### src/rtl/seq_detector_prog.sv
`default_nettype none
// ============================================================================
// Module      : seq_detector_prog
// Description : Runtime-programmable serial sequence detector. A PAT_W-bit
//               sliding window of qualified serial bits is compared against a
//               loaded pattern under a don't-care mask. A registered one-cycle
//               pulse is raised on each match (overlapping or non-overlapping)
//               and a saturating match counter is kept.
// Ports       : clk          - clock, all logic on posedge
//               rst          - synchronous reset, active low
//               in_valid     - qualifies seq_in
//               seq_in       - serial data bit
//               cfg_load     - latch cfg_pattern/cfg_mask/cfg_overlap, restart
//               cfg_pattern  - pattern, bit PAT_W-1 oldest, bit 0 newest
//               cfg_mask     - per-bit compare enable (0 = don't care)
//               cfg_overlap  - 1 = overlapping detection
//               cnt_clear    - clear match_cnt
//               detect       - registered match pulse
//               match_cnt    - saturating count of detect pulses
//               armed        - high once a configuration has been loaded
// Revision    : 1.0 - initial release
// ============================================================================
module seq_detector_prog #(
    parameter int PAT_W = 4,
    parameter int CNT_W = 16
) (
    input  logic             clk,
    input  logic             rst,
    input  logic             in_valid,
    input  logic             seq_in,
    input  logic             cfg_load,
    input  logic [PAT_W-1:0] cfg_pattern,
    input  logic [PAT_W-1:0] cfg_mask,
    input  logic             cfg_overlap,
    input  logic             cnt_clear,
    output logic             detect,
    output logic [CNT_W-1:0] match_cnt,
    output logic             armed
);

    localparam int              FILL_W      = $clog2(PAT_W + 1);
    localparam logic [FILL_W-1:0] c_FILL_FULL = FILL_W'(PAT_W);
    localparam logic [FILL_W-1:0] c_FILL_ONE  = FILL_W'(1);
    localparam logic [CNT_W-1:0]  c_CNT_MAX   = {CNT_W{1'b1}};
    localparam logic [CNT_W-1:0]  c_CNT_ONE   = CNT_W'(1);

    // The state is not stored separately; it is decoded from armed/fill.
    typedef enum logic [1:0] {
        S_IDLE = 2'd0,
        S_FILL = 2'd1,
        S_HUNT = 2'd2
    } state_t;

    logic [PAT_W-1:0]  r_pat;
    logic [PAT_W-1:0]  r_msk;
    logic              r_ovl;
    logic [PAT_W-1:0]  r_hist;
    logic [FILL_W-1:0] r_fill;
    logic              r_detect;
    logic [CNT_W-1:0]  r_cnt;
    logic              r_armed;

    state_t            w_state;
    logic [PAT_W-1:0]  w_hist_shift;
    logic [FILL_W-1:0] w_fill_inc;
    logic [PAT_W-1:0]  w_hist_n;
    logic [FILL_W-1:0] w_fill_n;
    logic              w_match;
    logic [CNT_W-1:0]  w_cnt_base;
    logic [CNT_W-1:0]  w_cnt_n;

    // ------------------------------------------------------------------
    // State register
    // ------------------------------------------------------------------
    always_ff @(posedge clk) begin
        if (!rst) begin
            r_pat    <= '0;
            r_msk    <= '0;
            r_ovl    <= 1'b0;
            r_hist   <= '0;
            r_fill   <= '0;
            r_detect <= 1'b0;
            r_cnt    <= '0;
            r_armed  <= 1'b0;
        end else begin
            if (cfg_load) begin
                r_pat   <= cfg_pattern;
                r_msk   <= cfg_mask;
                r_ovl   <= cfg_overlap;
                r_armed <= 1'b1;
            end
            r_hist   <= w_hist_n;
            r_fill   <= w_fill_n;
            r_detect <= w_match;
            r_cnt    <= w_cnt_n;
        end
    end

    // ------------------------------------------------------------------
    // Next-state / match logic
    // ------------------------------------------------------------------
    always_comb begin
        w_state      = S_IDLE;
        w_hist_shift = {r_hist[PAT_W-2:0], seq_in};
        w_fill_inc   = (r_fill == c_FILL_FULL) ? r_fill : (r_fill + c_FILL_ONE);
        w_hist_n     = r_hist;
        w_fill_n     = r_fill;
        w_match      = 1'b0;

        if (r_armed) begin
            w_state = (r_fill == c_FILL_FULL) ? S_HUNT : S_FILL;
        end

        case (w_state)
            S_FILL, S_HUNT: begin
                if (in_valid && !cfg_load) begin
                    w_hist_n = w_hist_shift;
                    w_fill_n = w_fill_inc;
                    if ((w_fill_inc == c_FILL_FULL) &&
                        (((w_hist_shift ^ r_pat) & r_msk) == '0)) begin
                        w_match = 1'b1;
                        // Non-overlapping: demand PAT_W fresh bits for the
                        // next match while the window keeps shifting.
                        if (!r_ovl) begin
                            w_fill_n = '0;
                        end
                    end
                end
            end
            default: ;
        endcase

        // A load always restarts the window, whatever the current state.
        if (cfg_load) begin
            w_hist_n = '0;
            w_fill_n = '0;
        end
    end

    // Clear takes effect first so a coincident match leaves the count at 1.
    always_comb begin
        w_cnt_base = cnt_clear ? '0 : r_cnt;
        w_cnt_n    = w_cnt_base;
        if (w_match && (w_cnt_base != c_CNT_MAX)) begin
            w_cnt_n = w_cnt_base + c_CNT_ONE;
        end
    end

    assign detect    = r_detect;
    assign match_cnt = r_cnt;
    assign armed     = r_armed;

endmodule
`default_nettype wire

### config.mk
export PLATFORM = sky130hd
export DESIGN_NAME = seq_detector_prog
export DESIGN_NICKNAME = d
export VERILOG_FILES = /design/src/rtl/seq_detector_prog.sv
export SDC_FILE = /design/constraint.sdc
export NUM_CORES = 1
export LEC_CHECK = 0
export BUFFER_PORTS_ARGS = -buffer_cell sky130_fd_sc_hd__clkbuf_2
export CAP_MARGIN = 20
export CORE_MARGIN = 8
export CORE_UTILIZATION = 48
export CTS_CLUSTER_DIAMETER = 200
export DETAILED_ROUTE_END_ITERATION = 7
export GPL_ROUTABILITY_DRIVEN = 0
export GPL_TIMING_DRIVEN = 0
export PLACE_DENSITY = 0.74
export SLEW_MARGIN = 20
export SYNTH_ARGS = -nofsm -noshare
export SYNTH_HDL_FRONTEND = slang
export SYNTH_SLANG_ARGS = --single-unit
### constraint.sdc
create_clock -name clk -period 2.1 [get_ports clk]
set_clock_uncertainty 0.05 [all_clocks]
set_input_delay 0.21 -clock clk [delete_from_list [all_inputs] [get_ports clk]]
set_output_delay 0.21 -clock clk [all_outputs]
set_load 0.02 [all_outputs]
# --- Yosys cells after proc, flatten, opt, wreduce, memory -nomap -nowiden ---
# Index checks and enable logic that the tools add are counted.
classes:
  addsub: 2
  n_mul: 0
  n_div: 0
  order_cmp: 0
  eq_ne: 5
  shifts: 0
  mux: 10
  bitwise: 3
  reduce_logical: 8
ops:
  columns: ["operator", "count"]
  rows:
  - ["$mux W16", 2]
  - ["$add A16 B1 Y16 const B", 1]
  - ["$ne A16 B16 Y1 const B", 1]
  - ["$mux W3", 3]
  - ["$eq A3 B3 Y1 const B", 2]
  - ["$and A4 B4 Y4", 1]
  - ["$logic_not A4 Y1", 1]
  - ["$mux W2", 2]
  - ["$reduce_or A2 Y1", 2]
  - ["$xor A4 B4 Y4", 1]
  - ["$add A3 B1 Y3 const B", 1]
  - ["$logic_and A1 B1 Y1", 3]
  - ["$mux W1", 3]
  - ["$eq A2 B1 Y1 const B", 1]
  - ["$eq A2 B2 Y1 const B", 1]
  - ["$reduce_and A2 Y1", 1]
  - ["$logic_not A1 Y1", 1]
  - ["$not A1 Y1", 1]
totals:
  ff_bits: 33
  latchBits: 0
  mem_bits_rw: 0
  romBits: 0
  input_bits: 15
  out_inout_bits: 18
  elab_cells: 36
  memories: 0

# --- Depth between registers and ports, before layout ---
# Gate-level depths: netlist (run 1).
depth:
  ltp_word: 9
  ltp_mapped: 10
  ltp_nobuf: 8

# --- Worst setup path before layout (run 1) ---
# Ideal clock, no wire load.
synth_timing:
  path_type: "register to register"
  start: "register r_cnt[0], in the netlist match_cnt[0]"
  end: "register r_cnt[14], in the netlist match_cnt[14]"
  setup_ns: 0.131
  arrival_ns: 1.843
  required_ns: 1.919
  slack_ns: 0.076
  path_stages_with_launch: 9
  n_path_buf: 0
  synth_period_minus_slack_ns: 2.024
  path_cell_list: "dfxtp_1 nor2b_1 ha_1 and4b_1 and3_1 nand4_1 nor3_1 a21o_1 a21oi_1"
synth_via:
  elab_chain_cells: 4
  word_cells_on_any_way: 5
  cone_classes: "1 x add/sub; 1 x eq/ne; 2 x mux; 1 x reduce/logical"
synth_lines:
  columns: ["element", "line_no", "text"]
  rows:
  - ["start: declaration", "60", "logic [CNT_W-1:0] r_cnt;"]
  - ["start signal: assignment", "95", "r_cnt <= w_cnt_n;"]
  - ["$mux W16 *", "142", "w_cnt_base = cnt_clear ? '0 : r_cnt;"]
  - ["branches (longest 2 deep; another with $add A16 B1 Y16)", null, null]
  - ["$mux W16 *", "144", "if (w_match && (w_cnt_base != c_CNT_MAX)) begin"]
# Every way passes the cells marked *.
# A chain may end at the register's enable or synchronous reset.

# --- Worst setup path in the final report (run 1) ---
layout_timing:
  start: "register r_cnt[0], in the netlist match_cnt[0]"
  end: "register r_cnt[10], in the netlist match_cnt[10]"
# The elaborated chain is that of the path after synthesis.

==> results.md, run 1 <==
* Run status: finished clean
* Part of the cycle the worst path needs at 0.976
* Layout fillers at 303
* Final hold vios at 0
* Final WL at 4.10 mm
* Worst path slowest cell: dfxtp_2
* Slowest stage delay, CP at 370 ps
* CTS root buffer: clkbuf_4
* Cell with the most instances after synthesis: dfxtp_1
* Clock sink total at 33
* Core area at 0.00331 mm^2
* Final nets at 249
* Non-Filler Instances at 278
* Cells after synthesis at 186
* Skew-Pair Late Insertion Delay at 340 ps
* Hold crit path type: in2reg
* Vias in the first global route at 1,384
* Setup tns final at 0 ps
* R2R depth at 9
* Synthesized area at 0.00163 mm^2
* Diode count at 0
* Startpoint class of the critical path: flop
* Crit path cell chain: nor2b_4, ha_1, and4b_1, and3_1, nand4_1, buf_4, nor3_4, xnor2_1, nor2_1
* P_leak at 0.000866 uW
* Dpl cells at 263
* Routed via count at 1,479
* CP Depth at 9
* Cell family with most CP delay: simple AND/OR/NAND/NOR gates
* Register Area at 668 um^2
* Register area share after synthesis at 0.405
* TritonCTS Buffers at 5
* Worst Path Arrival at 2210 ps
* Fraction of layout cells with a size suffix above 1 at 0.297
* Crit path kind: reg2reg
* Buffers & Inverters on Critical Path at 1
* Max rail drop VDD at 0.387 mV
* Synth unique cells at 38
* CTS tree: yes
* Mean routed wirelength per cell at 14.7 um
* Main synth FF type: dfxtp_1
* Cell taking the most area after synthesis: dfxtp_1
* Syn_area_per_cell at 8.77 um^2
* Top cells by count, synth: dfxtp_1 (33), nor2_1 (26), nand2_1 (17)
* Vias per inst at 5.32
* Final antenna-violating net count at 0
* Peak Freq at 0.488 GHz
* Worst-margin pin slew at 694 ps
* CP Capture Type: flop
* Pwr dens at 565 mW/mm^2
* Io pins at 33
* Synth top area share at 0.405
* Starting Density at 0.493
* Dpl cell area at 0.00184 mm^2
* Pre-Repair DR Iteration Count at 4
* Synth area leaders: dfxtp_1 (40%), mux2i_1 (6.7%), nor2_1 (6.0%), xnor2_1 (4.8%), nand2_1 (3.9%)
* First-pass GRT wire length at 5.87 mm
* GRT Total Usage at 0.137
* Fin. max-slew vios at 0
* Port bufs at 31
* #FFs+latches synth at 33
* Yosys warns at 0
* Syn_nets at 204
* CP Max Fanout at 4
* Slew HR at 0.537
* Final setup viols at 0
* Final min period at 2050 ps
* Detailed router's first-iteration violation count at 122
* Final instance area at 0.00205 mm^2
* Total die area at 0.00552 mm^2
* Area of the multi-input gates at 991 um^2
* Row cnt at 21
* Dpl hpwl at 2.77 mm
* Max-cap violations at 0
* Post-synth EDFFs at 0
* Clock Path Buffers at 2
* FFs w/ async S/R, synth at 0
* # DRC at 0
* Area growth syn-to-layout at 25.7%
* Die X-Extent at 74.3 um
* Hold_ws at 55.4 ps
* Worst hold stages at 3
* Largest net degree at the start of global routing at 11
* Htree depth at 2
* Data required time at the worst endpoint at 2260 ps
* Initial antenna violation count at 0
* Total power at 1160 uW
* Worst-path clk slew at 100 ps
* Die height at 74.3 um
* Total gr overflow at 0
## through the flow
stage | worst slack (ps) | util
floorplan | 76.0 | -
global placement | -278 | 0.557
detailed placement | -300 | 0.557
CTS | 5.19 | 0.584
global route | -37.2 | 0.619
finish | 50.4 | 0.619
## cells in the final DEF, fill, tap and decap left out, drive strengths merged, types with 3 or more instances in the layout
cell,Yosys,routed
a21oi,10,10
and3,3,3
buf,3,10
clkbuf,4,42
dfxtp,33,33
ha,3,3
inv,5,5
mux2i,11,11
nand2,17,17
nand2b,5,5
nand3,9,9
nand4,5,5
nor2,26,26
nor2b,6,6
nor3,6,6
nor4,3,3
o21ai,3,3
xnor2,9,9
xor2,5,5
## logic make-up after synthesis
kind of cell	synth area share
AND/OR/NAND/NOR	0.295
flip-flops	0.405
AO/OA/AOI/OAI	0.0974
XOR/XNOR	0.0752
buffers and inverters	0.0368
multiplexers	0.0675
adder cells (fa/ha/maj)	0.0230
## worst min-delay path: stages
cell and delay, ps:
clkbuf_2 70, mux2i_1 50, nor2_1 70
## routing by layer
metal / wire [um] / global-route usage / vias to the layer above
met5: 0 / 0 / -
met4: 76 / 0.0630 / 0
met3: 321 / 0.0458 / 9
met2: 2030 / 0.235 / 49
met1: 1670 / 0.148 / 685
li1: - / - / 736
## final cells by class
type / count / share of cell area
buffer: 7 / 0.0207
multi-input combinational: 141 / 0.483
clock inverter: 1 / 0.00244
clock buffer: 7 / 0.0317
inverter: 5 / 0.00915
timing repair buffer: 38 / 0.0988
tap: 46 / 0.0281
sequential: 33 / 0.326
## where the power goes
| part | switching, uW | internal, uW |
|---|---|---|
| combinational | 50.5 | 36.3 |
| sequential | 11.8 | 637 |
| clock | 229 | 194 |
## registers in the layout, indices dropped and copies added (netlist names)
register   count
match_cnt     16
r_msk          4
r_pat          4
r_fill         3
r_hist         3
armed          1
detect         1
r_ovl          1
## worst paths after layout
| path | from | endpoint | slack (ps) |
|---|---|---|---|
| worst min-delay path | cfg_mask[0] | r_msk[0] | 60 |
| worst max-delay path | match_cnt[0] | match_cnt[10] | 50 |
| worst max register to register | match_cnt[0] | match_cnt[10] | 50 |
| worst min register to register | r_hist[1] | r_hist[2] | 440 |
## timing repair
item | CTS | global route
setup endpoints to repair | 7 | 12
hold buffers | 0 | 0
cloned | 0 | 2
resized for setup | 4 | 21
buffers inserted | 1 | 4
pin swaps | 2 | 5
Power figures use the tool's default switching activity.
==> inputs of run 2 (changes only) <==
- BUFFER_PORTS_ARGS: -buffer_cell sky130_fd_sc_hd__clkbuf_2 -> -buffer_cell sky130_fd_sc_hd__buf_4
==> run 2 against run 1 <==
  * Sequential power hardly changed
  * Final area is 6.0% higher
  * Wire length is 5.3% higher
  * Register-to-register slack worse by 80 ps
  * Core utilization is 3.7 points higher
  * Critical path depth is 1 higher
  * The flow now finishes with violations (setup timing)
  * Combinational power is 11% higher
  * Hold slack worse by 1.2 ps
  * Flip-flop and latch count stayed put
  * Clock power is 16% lower
  * Via count is 1.8% higher
==> results.md, run 2 (synthesis gave the netlist of run 1 again) <==
* Run status: finished, violations left
* Failing checks: setup timing
* Worst path slowest cell: dfxtp_2
* Data required time at the worst endpoint at 2290 ps
* Net Sw Frac at 0.267
* CTS tree: yes
* # DRC at 0
* Top cell by count, worst path: buf_4
* Startpoint class of the critical path: flop
* Pre-Repair DR Iteration Count at 4
* Worst Path Arrival at 2320 ps
* Reg power frac at 0.589
* Register Area at 667 um^2
* Final WL at 4.32 mm
* Fraction of layout cells with a size suffix above 1 at 0.317
* Port bufs at 31
* Total gr overflow at 0
* GRT Total Usage at 0.147
* Final hold vios at 0
* Final nets at 257
* Total power at 1100 uW
* Dpl cell area at 0.00192 mm^2
* Worst-margin pin slew at 683 ps
* Routed via count at 1,505
* Hold crit path type: in2reg
* Final setup viols at 4
* Part of the cycle the worst path needs at 1.01
* Dpl cells at 263
* Max-cap violations at 0
* Area growth syn-to-layout at 33.3%
* CP Capture Type: flop
* Io pins at 33
* Slowest stage delay, CP at 370 ps
* Vias in the first global route at 1,385
* Final instance area at 0.00217 mm^2
* Non-Filler Instances at 286
* Setup tns final at -64.8 ps
* P_int at 808 uW
* Area of the multi-input gates at 982 um^2
* Final antenna-violating net count at 0
* Largest net degree at the start of global routing at 12
* Most frequent cells in the layout: buf_4 (44), dfxtp_1 (30), nor2_1 (25), nand2_1 (17), mux2i_1 (11)
* First-pass GRT wire length at 6.29 mm
* Commonest non-fill, non-tap cell in the layout: buf_4
* Slew HR at 0.545
* Starting Density at 0.493
* Hold-fix buffers, CTS at 0
* Die X-Extent at 74.3 um
* RSZ-0062 raised after global routing: yes
* Row cnt at 21
* Diode count at 0
* Worst r2r src: match_cnt[0]
* Final min period at 2130 ps
* Comb power frac at 0.087
* NetSw at 294 uW
* Layout fillers at 287
* Skew-Pair Late Insertion Delay at 330 ps
* CP Max Fanout at 4
* Fin. max-slew vios at 0
* Initial antenna violation count at 0
* Clock Path Buffers at 2
* Max rail drop VDD at 0.419 mV
* Peak Freq at 0.469 GHz
* Setup crit end: match_cnt[13]
* CTS root buffer: clkbuf_4
* Mean routed wirelength per cell at 15.1 um
* Die height at 74.3 um
* Max FFs per register at 16
* R2R depth at 10
* Total die area at 0.00552 mm^2
* Vias per inst at 5.26
* Clock power share at 0.324
* TritonCTS Buffers at 5
* Crit path cell chain: nor2b_2, ha_1, and4b_1, nand3_1, nor2_4, nor3_4, buf_6, buf_4, buf_4, a41o_1
* Core area at 0.00331 mm^2
* Worst-path clk slew at 110 ps
* Crit path from: match_cnt[0]
* R2R Setup Slk at -30 ps
* Detailed router's first-iteration violation count at 91
* Worst slack, placed at -271 ps
* Dpl hpwl at 2.77 mm
* R2R Path End: match_cnt[13]
* Pwr dens at 507 mW/mm^2
* P_leak at 0.000916 uW
* Clock sink total at 33
* Htree depth at 2
* Crit path kind: reg2reg
* Setup ws final at -30.5 ps
==> run 2: worst min-delay path by stage <==
stage                           start        to  cells after the start
after global routing      cfg_mask[3]  r_msk[3]                      3
after floorplan           cfg_mask[0]  r_msk[0]                      2
after CTS                 cfg_mask[2]  r_msk[2]                      3
after global placement    cfg_mask[0]  r_msk[0]                      3
after detailed placement  cfg_mask[3]  r_msk[3]                      3
final                     cfg_mask[2]  r_msk[2]                      3
==> run 2: critical path: cells and delay by family (launching register included) <==
family	cells	cell delay, ps
flops	1	370
buf+inv	3	400
compound gates	1	200
fa+ha+maj	1	180
simple gates	5	840
==> run 2: power groups by stage <==
stage          logic (uW)  registers [uW]  clock network [uW]
4_1_cts              93.4             649                 367
3_5_place_dp         89.6             663                   0
5_1_grt               105             651                 399
2_1_floorplan        50.9             662                   0
3_3_place_gp         88.0             663                   0
6_report             95.9             649                 357
==> run 2: cell type report <==
class	instances	area share
clock buffer	5	0.0173
timing repair buffer	46	0.162
multi-input combinational	141	0.452
clock inverter	3	0.00806
tap	46	0.0265
buffer	7	0.0190
sequential	33	0.307
inverter	5	0.00863
==> run 2: through the flow <==
| stage | hold WS, ps | utilization |
|---|---|---|
| 6_report | 54.2 | 0.657 |
| 3_5_place_dp | 402 | 0.580 |
| 5_1_grt | 33.1 | 0.657 |
| 2_1_floorplan | 307 | - |
| 3_3_place_gp | 393 | 0.580 |
| 4_1_cts | 39.5 | 0.613 |
==> run 2: repair_timing <==
item,CTS,global route
resized for setup,4,22
pin swaps,2,5
buffers inserted,5,10
endpoints found under the setup margin,9,13
==> run 2: metal layers <==
layer  global-route usage  vias to the layer above  part of all wire
met5                    0                        -                 0
met4               0.0674                        0             0.012
met3               0.0499                        7             0.075
met2                0.230                       52              0.48
met1                0.178                      687              0.44
li1                     -                      759                 -
==> inputs of run 3 (changes only) <==
- CORE_MARGIN: 8 -> unset
==> run 3 against run 2 <==
  * The flow now finishes without violations
  * Final area increased by 0.40%
  * Global-route usage increased by 9.8 points
  * Clock power shrank 3%
  * Highest routed layer unchanged
  * Flip-flop and latch count unchanged
  * Power fell by 0.63%
  * Count of clock-buffer cells in the layout grew 1
  * Sequential power hardly changed
  * Core utilization grew 4.1 points
  * Critical path depth up 1
  * Via count up 6.4%
  * Wire length down 0.49%
  * Combinational power grew 6%
==> results.md, run 3 (synthesis gave the netlist of run 1 again) <==
* Hold crit path type: in2reg
* Area of the multi-input gates at 0.00100 mm^2
* Row cnt at 20
* Skew-Pair Late Insertion Delay at 350 ps
* Total power at 1090 uW
* Final WL at 4.29 mm
* Port bufs at 31
* Pwr dens at 501 mW/mm^2
* Final min period at 2060 ps
* CTS root buffer: clkbuf_4
* Vias per inst at 5.64
* Core Util, Final at 0.698
* Busiest grt layer: met2
* GRT Total Usage at 0.245
* Part of the cycle the worst path needs at 0.979
* Final setup viols at 0
* Core area at 0.00313 mm^2
* Die X-Extent at 60.3 um
* CP Capture Type: flop
* Htree depth at 2
* Pre-Repair DR Iteration Count at 4
* Commonest non-fill, non-tap cell in the layout: buf_4
* Total gr overflow at 0
* Die height at 60.3 um
* Fin. max-slew vios at 0
* Max rail drop VDD at 0.401 mV
* Run status: finished clean
* Final nets at 257
* Clock Path Buffers at 2
* Worst-path clk slew at 110 ps
* Io pins at 33
* Final hold vios at 0
* Crit path cell chain: buf_4, clkbuf_1, nor2b_4, ha_2, and4b_2, nand3_1, nor2_4, nor3_4, buf_6, a21oi_1, a31o_1
* First-pass GRT wire length at 6.49 mm
* Peak Freq at 0.486 GHz
* Crit path kind: in2reg
* Dpl hpwl at 2.82 mm
* RSZ-0062 raised after global routing: yes
* Starting Density at 0.522
* Largest net degree at the start of global routing at 11
* Worst path slowest cell: clkbuf_1
* Layout fillers at 250
* Worst-margin pin slew at 703 ps
* Setup ws final at 43.3 ps
* Fraction of layout cells with a size suffix above 1 at 0.329
* Mean routed wirelength per cell at 15.1 um
* Vias in the first global route at 1,476
* Met1 Track Usage GR at 0.306
* Slew HR at 0.531
* # DRC at 0
* Max FFs per register at 16
* Register Area at 668 um^2
* Clock sink total at 33
* Diode count at 0
* Data required time at the worst endpoint at 2300 ps
* Worst slack, placed at -296 ps
* Startpoint class of the critical path: input pin
* Most frequent cells in the layout: buf_4 (44), dfxtp_1 (29), nor2_1 (25), nand2_1 (17), mux2i_1 (11)
* Initial antenna violation count at 0
* Slowest stage delay, CP at 450 ps
* TritonCTS Buffers at 5
* Final instance area at 0.00218 mm^2
* Detailed router's first-iteration violation count at 84
* Final antenna-violating net count at 0
* Area growth syn-to-layout at 33.8%
* Grt met3 use at 0.0671
* Max-cap violations at 0
* GRT met2 Usage at 0.391
* Worst Path Arrival at 2260 ps
* P_leak at 0.000915 uW
* Routed via count at 1,601
* Dpl cell area at 0.00192 mm^2
* Total die area at 0.00364 mm^2
* CTS tree: yes
* CP Max Fanout at 10
## run 3: changes by cell type in the layout (fill, tap and decap cells not counted), sizes merged
| cell | previous run | this run |
|---|---|---|
| clkinvlp | 1 | 0 |
| clkbuf | 9 | 10 |
## run 3: critical path, delay by kind of cell
kind | cells | cell delay (ps)
AO/OA/AOI/OAI | 2 | 290
adder cells (fa/ha/maj) | 1 | 190
AND/OR/NAND/NOR | 5 | 770
buffers and inverters | 3 | 780
## run 3: repair_timing
action	CTS	global route
buffers inserted	4	10
resized for setup	4	23
setup endpoints to repair	11	16
pin swaps	2	8
cloned	0	1
hold buffers	0	0
## run 3: per-stage QoR
| stage | TNS [ps] | std cells | hold slack (ps) |
|---|---|---|---|
| 6_report | 0 | 284 | 60.2 |
| 5_1_grt | -363 | 284 | 47.5 |
| 4_1_cts | -3.28 | 273 | 52.2 |
| 3_5_place_dp | -3140 | 261 | 413 |
| 3_3_place_gp | -1930 | 261 | 397 |
| 2_1_floorplan | 0 | 186 | 307 |
## run 3: per-layer routing
layer | vias up | wire [um]
met5 | - | 0
met4 | 0 | 80
met3 | 11 | 287
met2 | 64 | 2120
met1 | 770 | 1800
li1 | 756 | -
## run 3: cell type report
class	count	share of cell area
Timing Repair Buffer	46	0.159
Tap cell	44	0.0252
Clock buffer	6	0.0189
Clock inverter	2	0.00458
Buffer	7	0.0189
Inverter	5	0.00860
Multi-Input combinational cell	141	0.459
Sequential cell	33	0.306
## run 3: power breakdown
part | switching (uW) | leakage [uW] | total [uW] | internal (uW)
sequential | 10.7 | 0.000270 | 648 | 637
clock | 218 | 0.0000320 | 345 | 127
combinational | 55.5 | 0.000612 | 102 | 46.2
total | 284 | 0.000915 | 1090 | 811
## run 3: final timing paths
kind / from / to / slack, ps / cells after the start
worst min register to register: r_hist[2] / r_hist[2] / 430 / 2
worst max-delay path: cnt_clear / match_cnt[5] / 40 / 11
worst min-delay path: cfg_mask[1] / r_msk[1] / 60 / 3
worst max register to register: match_cnt[0] / match_cnt[12] / 50 / 8
